`config.mk`:
```
export PLATFORM = sky130hd
export DESIGN_NAME = fifo_reader_flat
export DESIGN_NICKNAME = d
export VERILOG_FILES = /design/src/rtl/fifo_reader_if.sv /design/src/rtl/fifo_reader.sv /design/src/flat_wrapper.sv
export SDC_FILE = /design/constraint.sdc
export NUM_CORES = 1
export LEC_CHECK = 0
export CAP_MARGIN = 0
export CORE_ASPECT_RATIO = 1.1
export CORE_MARGIN = 2
export CORE_UTILIZATION = 47
export DETAILED_ROUTE_END_ITERATION = 7
export PLACE_DENSITY = 0.8
export REMOVE_ABC_BUFFERS = 1
export SYNTH_ARGS = -nofsm -noshare
export SYNTH_HDL_FRONTEND = slang
export SYNTH_SLANG_ARGS = --single-unit
```
`constraint.sdc`:
```
create_clock -name clk -period 2.61 [get_ports clk]
set_input_delay 0.261 -clock clk [delete_from_list [all_inputs] [get_ports clk]]
set_output_delay 0.261 -clock clk [all_outputs]
set_load 0.02 [all_outputs]
```
`src/rtl/fifo_reader_if.sv`:
```
// fifo_reader_if
//   Bundles the FIFO read port and the downstream delivery port of fifo_reader.
//   master : the reader (drives pop, data_o, valid_o)
//   slave  : the FIFO/downstream side (drives fifo_empty, data_out, valid_out,
//            fifo_error, dest_pause)
//   Signals:
//     pop         reader -> FIFO   pop request
//     fifo_empty  FIFO -> reader   FIFO empty flag
//     data_out    FIFO -> reader   read data, valid with valid_out
//     valid_out   FIFO -> reader   read data valid (cycle after pop)
//     fifo_error  FIFO -> reader   FIFO error flag
//     dest_pause  consumer -> reader  stall request
//     data_o      reader -> consumer  delivered word
//     valid_o     reader -> consumer  delivered word valid
interface fifo_reader_if #(
    parameter int DW = 8
);
    logic          pop;
    logic          fifo_empty;
    logic [DW-1:0] data_out;
    logic          valid_out;
    logic          fifo_error;
    logic          dest_pause;
    logic [DW-1:0] data_o;
    logic          valid_o;

    modport master (
        output pop, data_o, valid_o,
        input  fifo_empty, data_out, valid_out, fifo_error, dest_pause
    );

    modport slave (
        input  pop, data_o, valid_o,
        output fifo_empty, data_out, valid_out, fifo_error, dest_pause
    );
endinterface

```
`src/rtl/fifo_reader.sv`:
```
// fifo_reader
//   Read-side controller for the team FIFO. Issues pops, captures returned words
//   into a 2-entry skid buffer and forwards them to a downstream consumer that can
//   stall with dest_pause.
//   Ports:
//     clk        rising-edge clock
//     reset      asynchronous active-high reset
//     enable     1 = may pop; 0 = stop popping, finish in-flight words
//     clear_err  pulse, leaves the error state
//     bus        fifo_reader_if.master (FIFO read port + downstream port)
//     rd_count   words delivered on valid_o, wraps modulo 2^CW
//     err        1 while in the error state
//     busy       1 while a pop is in flight or the skid holds data
module fifo_reader #(
    parameter int DW = 8,
    parameter int CW = 8
) (
    input  logic           clk,
    input  logic           reset,
    input  logic           enable,
    input  logic           clear_err,
    fifo_reader_if.master  bus,
    output logic [CW-1:0]  rd_count,
    output logic           err,
    output logic           busy
);
    typedef enum logic [1:0] {
        IDLE  = 2'd0,
        RUN   = 2'd1,
        DRAIN = 2'd2,
        ERR   = 2'd3
    } state_t;

    state_t        state;
    state_t        state_nx;
    logic          inflight;
    logic [1:0]    occ;
    logic [DW-1:0] sk0;     // head
    logic [DW-1:0] sk1;     // tail when occ == 2
    logic          cap;
    logic          drain;
    logic          err_ev;
    logic          room;

    always_comb begin
        // Only requested words are captured; unrequested ones are dropped.
        cap    = bus.valid_out && inflight;
        // A word arriving into an empty skid is forwarded straight to the
        // output register, giving 2-cycle pop->valid_o latency and allowing a
        // pop every cycle while the consumer keeps up.
        drain  = !bus.dest_pause && ((occ != 2'd0) || cap);
        err_ev = bus.fifo_error
              || (bus.valid_out && !inflight)
              || (inflight && !bus.valid_out);
        // Counting the in-flight word keeps the skid from overflowing even if
        // dest_pause rises while the response is on its way.
        room   = ({1'b0, occ} + {2'b00, inflight}) < 3'd2;
    end

    always_comb begin
        state_nx = state;
        bus.pop  = 1'b0;
        case (state)
            IDLE: begin
                if (enable) state_nx = RUN;
            end
            RUN: begin
                bus.pop = !bus.fifo_empty && room;
                if (err_ev)       state_nx = ERR;
                else if (!enable) state_nx = DRAIN;
            end
            DRAIN: begin
                if (err_ev)                          state_nx = ERR;
                else if (enable)                     state_nx = RUN;
                else if (!inflight && occ == 2'd0)   state_nx = IDLE;
            end
            ERR: begin
                if (clear_err) state_nx = IDLE;
            end
            default: state_nx = IDLE;
        endcase
    end

    always_ff @(posedge clk or posedge reset) begin
        if (reset) state <= IDLE;
        else       state <= state_nx;
    end

    always_ff @(posedge clk or posedge reset) begin
        if (reset) begin
            inflight    <= 1'b0;
            occ         <= 2'd0;
            sk0         <= '0;
            sk1         <= '0;
            bus.data_o  <= '0;
            bus.valid_o <= 1'b0;
            rd_count    <= '0;
        end else begin
            // A response (or its absence) always retires the previous pop.
            inflight    <= bus.pop;
            bus.valid_o <= drain;
            if (drain) begin
                bus.data_o <= (occ == 2'd0) ? bus.data_out : sk0;
                rd_count   <= rd_count + CW'(1);
            end
            case ({cap, drain})
                2'b11: begin
                    if (occ == 2'd1) begin
                        sk0 <= bus.data_out;
                    end else if (occ == 2'd2) begin
                        sk0 <= sk1;
                        sk1 <= bus.data_out;
                    end
                end
                2'b01: begin
                    sk0 <= sk1;
                    occ <= occ - 2'd1;
                end
                2'b10: begin
                    if (occ == 2'd0) sk0 <= bus.data_out;
                    else             sk1 <= bus.data_out;
                    occ <= occ + 2'd1;
                end
                default: ;
            endcase
        end
    end

    assign err  = (state == ERR);
    assign busy = inflight || (occ != 2'd0);
endmodule

```
`src/flat_wrapper.sv`:
```
// flat-port wrapper written by rule: the top's interface ports become plain ports
module fifo_reader_flat 
#(
    parameter int DW = 8,
    parameter int CW = 8
)
  (clk, reset, enable, clear_err, rd_count, err, busy, bus_pop, bus_data_o, bus_valid_o, bus_fifo_empty, bus_data_out, bus_valid_out, bus_fifo_error, bus_dest_pause);
  fifo_reader_if #(.DW(DW)) bus_i ();
  input  logic clk;
  input  logic reset;
  input  logic enable;
  input  logic clear_err;
  output logic [CW-1:0] rd_count;
  output logic err;
  output logic busy;
  output wire logic [$bits(bus_i.pop)-1:0] bus_pop;
  output wire logic [$bits(bus_i.data_o)-1:0] bus_data_o;
  output wire logic [$bits(bus_i.valid_o)-1:0] bus_valid_o;
  input wire logic [$bits(bus_i.fifo_empty)-1:0] bus_fifo_empty;
  input wire logic [$bits(bus_i.data_out)-1:0] bus_data_out;
  input wire logic [$bits(bus_i.valid_out)-1:0] bus_valid_out;
  input wire logic [$bits(bus_i.fifo_error)-1:0] bus_fifo_error;
  input wire logic [$bits(bus_i.dest_pause)-1:0] bus_dest_pause;
  assign bus_pop = bus_i.pop;
  assign bus_data_o = bus_i.data_o;
  assign bus_valid_o = bus_i.valid_o;
  assign bus_i.fifo_empty = bus_fifo_empty;
  assign bus_i.data_out = bus_data_out;
  assign bus_i.valid_out = bus_valid_out;
  assign bus_i.fifo_error = bus_fifo_error;
  assign bus_i.dest_pause = bus_dest_pause;
  fifo_reader #(.DW(DW), .CW(CW)) u_core (.clk(clk), .reset(reset), .enable(enable), .clear_err(clear_err), .bus(bus_i), .rd_count(rd_count), .err(err), .busy(busy));
endmodule
```
==> impl_metrics.tcl <==
set metrics [dict create \
    status "finished clean" \
    clock.fmax_mhz 412 \
    dp_hpwl_um 2810 \
    p_per_area_nw_per_um2 1200 \
    clk_latency_ps 290 \
    relSlewSlack_pct 63.4 \
    required_ps 2780 \
    synth_top_family_by_area "compound AO/OA/AOI/OAI gates" \
    slew_viol_final 0 \
    nFillCells 357 \
    vias 1531 \
    cp_max_fo 7 \
    synth_cells 171 \
    maxCapViolCount 0 \
    finalCriticalPeriod_ps 2430 \
    syn_avg_cell_area_um2 11.9 \
    ys.warnings.count 0 \
    hold_class "in -> async" \
    overflow 0 \
    crit_path_end_kind "flip-flop" \
    layout-area-overhead-vs-synth_pct 25.8 \
    vdd_ir_drop_max_mv 0.586 \
    wl_per_cell_um 15.3 \
    comb_power_share_pct 52.8 \
    clk_path_buf_depth 2 \
    place_congestion 0.809 \
    yosys.area_share.adder_pct 4.93 \
    die_width_um 66.7 \
    drcViolationCount 0 \
    finalSetupViolations 0 \
    die_y_um 72.9 \
    grt_pass1_vias 1457 \
    worstMarginPinSlew_ps 536 \
    diodes 0 \
    antenna_found_initial 0 \
    mostFrequentLayoutCells "dfrtp_1, clkdlybuf4s50_1, mux2_2" \
    intPower_uw 1880 \
    grt_pass1_wl_um 6890 \
    clockPowerShare_pct 12.4 \
    synth_simple_gate_area_share_pct 9.74 \
    ant_nets 0 \
    cts_buffers 5 \
    seqPwrFrac_pct 34.8 \
    start_util_pct 48.1 \
    grtUsageTotal_pct 18.8 \
    seq_area_frac_synth_pct 46.8 \
    rr_worst_depth 10 \
    p_leak_uw 0.00109 \
    synth-xor-area-share_pct 4.31 \
    worstSetupStartpointType "flip-flop" \
    layout-drive-gt1-share_pct 20.4 \
    final_area_um2 2550 \
    rows 25 \
    placed_area_um2 2460 \
    dr.pass1.iters 4 \
    port-buffer-count 35 \
    fin_skew_ps 7.43 \
    finalHoldViolations 0 \
    wl_um 4120 \
    synth-edff-count 0 \
    final_net_count 240 \
    cts_tree "built" \
    cts_hold_buf 0 \
    ys_ff_latch 38 \
    via_per_inst 5.67 \
    root_buffer "clkbuf_8" \
    swShare_pct 38.8 \
    crit_arrival_ps 2600 \
    p_sw_uw 1190 \
    path_clk_slew_ps 70 \
    clkSinkCount 38 \
    htree_num_levels 2 \
    drtIter0Drc 58 \
    synth.distinct_cells 39 \
    dieArea_um2 4860 \
    grt_max_degree 39 \
    synth_ff_type "dfrtp_1" \
    layout_commonest_cell "dfrtp_1" \
    synth_compound_area_share_pct 16.6 \
    core_um2 4220 \
    ios 36 \
    period_share_pct 93.0 \
    p_total_uw 3070 \
    ff2ff_setup_slack_ps 180 \
    r2r_end "u_core.sk1[2]$_DFFE_PP0P_" \
    synthMuxAreaShare_pct 13.9 \
    path_class "reg -> reg" \
    netlist_area_um2 2030 \
    ys_async_sr_fraction_pct 100 \
    r2r_start "u_core.occ[0]$_DFFE_PP0N_" \
]
## metal layers
| layer | wire [um] | share of wire (%) | up-vias | global-route usage [%] |
|---|---|---|---|---|
| li1 | - | - | 724 | - |
| met4 | 66 | 1.6 | 0 | 7.03 |
| met1 | 1850 | 45 | 745 | 25.9 |
| met5 | 0 | 0 | - | 0 |
| met3 | 237 | 5.7 | 9 | 3.70 |
| met2 | 1970 | 48 | 53 | 29.6 |
## state kept, by name (all words and copies together), names as in the netlist
| register | flops |
|---|---|
| u_core.rd_count | 8 |
| u_core.sk0 | 8 |
| u_core.bus.valid_o | 1 |
| u_core.bus.data_o | 8 |
| u_core.occ | 2 |
| u_core.sk1 | 8 |
| u_core.inflight | 1 |
| u_core.state | 2 |
## power by group through the flow
stage / Combinational, uW / Sequential [uW] / Clock, uW
final: 1620 / 1070 / 382
after CTS: 1620 / 1070 / 387
after floorplan: 936 / 1180 / 0
after global placement: 1580 / 1070 / 0
after detailed placement: 1620 / 1080 / 0
after global routing: 1780 / 1110 / 410
## repair_timing
item                                    CTS  global route
setup buffers                             0             2
endpoints found under the setup margin    0             8
resized for setup                         0             0
## worst max-delay path, cell delays in order (launching register included)
cell	delay [ps]
dfrtp_1	420
inv_1	80
ha_1	200
a21boi_2	200
nor2_1	190
inv_1	90
ha_1	230
and2_1	190
a211oi_4	200
buf_4	180
mux2_2	340
## area by class of cell
class	count	area, um^2	area share [%]
tap	54	67.6	2.64
timing repair buffer	45	425	16.7
inverter	7	26.3	1.03
clock buffer	6	72.6	2.84
multi-input combinational	119	1000	39.3
sequential	38	951	37.2
clock inverter	1	7.51	0.294
## how the worst max path moves through the flow
stage | start | endpoint | slack (ps) | depth (start not counted)
finish | u_core.occ[0]$_DFFE_PP0N_ | u_core.sk1[2]$_DFFE_PP0P_ | 180 | 10
detailed placement | u_core.occ[0]$_DFFE_PP0N_ | u_core.sk1[5]$_DFFE_PP0P_ | 60 | 9
global placement | bus_valid_out | u_core.sk1[7]$_DFFE_PP0P_ | 120 | 8
CTS | u_core.occ[0]$_DFFE_PP0N_ | u_core.sk1[2]$_DFFE_PP0P_ | 40 | 9
global route | u_core.occ[0]$_DFFE_PP0N_ | u_core.sk1[2]$_DFFE_PP0P_ | -10 | 10
floorplan | u_core.occ[0]$_DFFE_PP0N_ | u_core.sk1[1]$_DFFE_PP0P_ | -540 | 9
## through the flow
| step | cells | util [%] | setup TNS, ps | setup slack (ps) | hold WS (ps) |
|---|---|---|---|---|---|
| after floorplan | 164 | - | -6850 | -538 | 396 |
| after global placement | 261 | 58.3 | 0 | 115 | 454 |
| after detailed placement | 261 | 58.3 | 0 | 55.5 | 475 |
| after CTS | 268 | 60.1 | 0 | 41.5 | 410 |
| after global routing | 270 | 60.5 | -26.6 | -9.74 | 451 |
| final | 270 | 60.5 | 0 | 184 | 389 |
## kinds of logic (layout without fill, tap and decap cells)
group                      Yosys count  count (layout)
AOI/OAI and AO/OA                   43              43
muxes                               25              25
xor gates and xnor gates            10              10
adders and majority gates            8               8
DFF                                 38              38
and+or+nand+nor                     33              33
buffers and inverters               14              59
## synth_stat cells, types with 2 or more instances
master,n,share of area (%)
and2b_1,3,1.1
xor2_1,8,3.5
a221oi_1,8,3.5
nand2b_1,2,0.62
dfrtp_1,38,47
mux2_2,24,13
nor3_1,2,0.49
ha_1,8,4.9
nand3_1,4,0.99
o21ai_0,9,2.2
buf_4,3,1.1
nor2_1,4,0.74
a21boi_0,2,0.74
inv_1,7,1.3
nor3b_1,2,0.74
a211oi_1,8,3.0
o31ai_1,7,2.6
nand2_1,4,0.74
buf_2,2,0.49
nor2b_1,5,1.5
xnor2_1,2,0.86
and2_1,2,0.62
No activity file was read; power rests on OpenSTA's default activity.
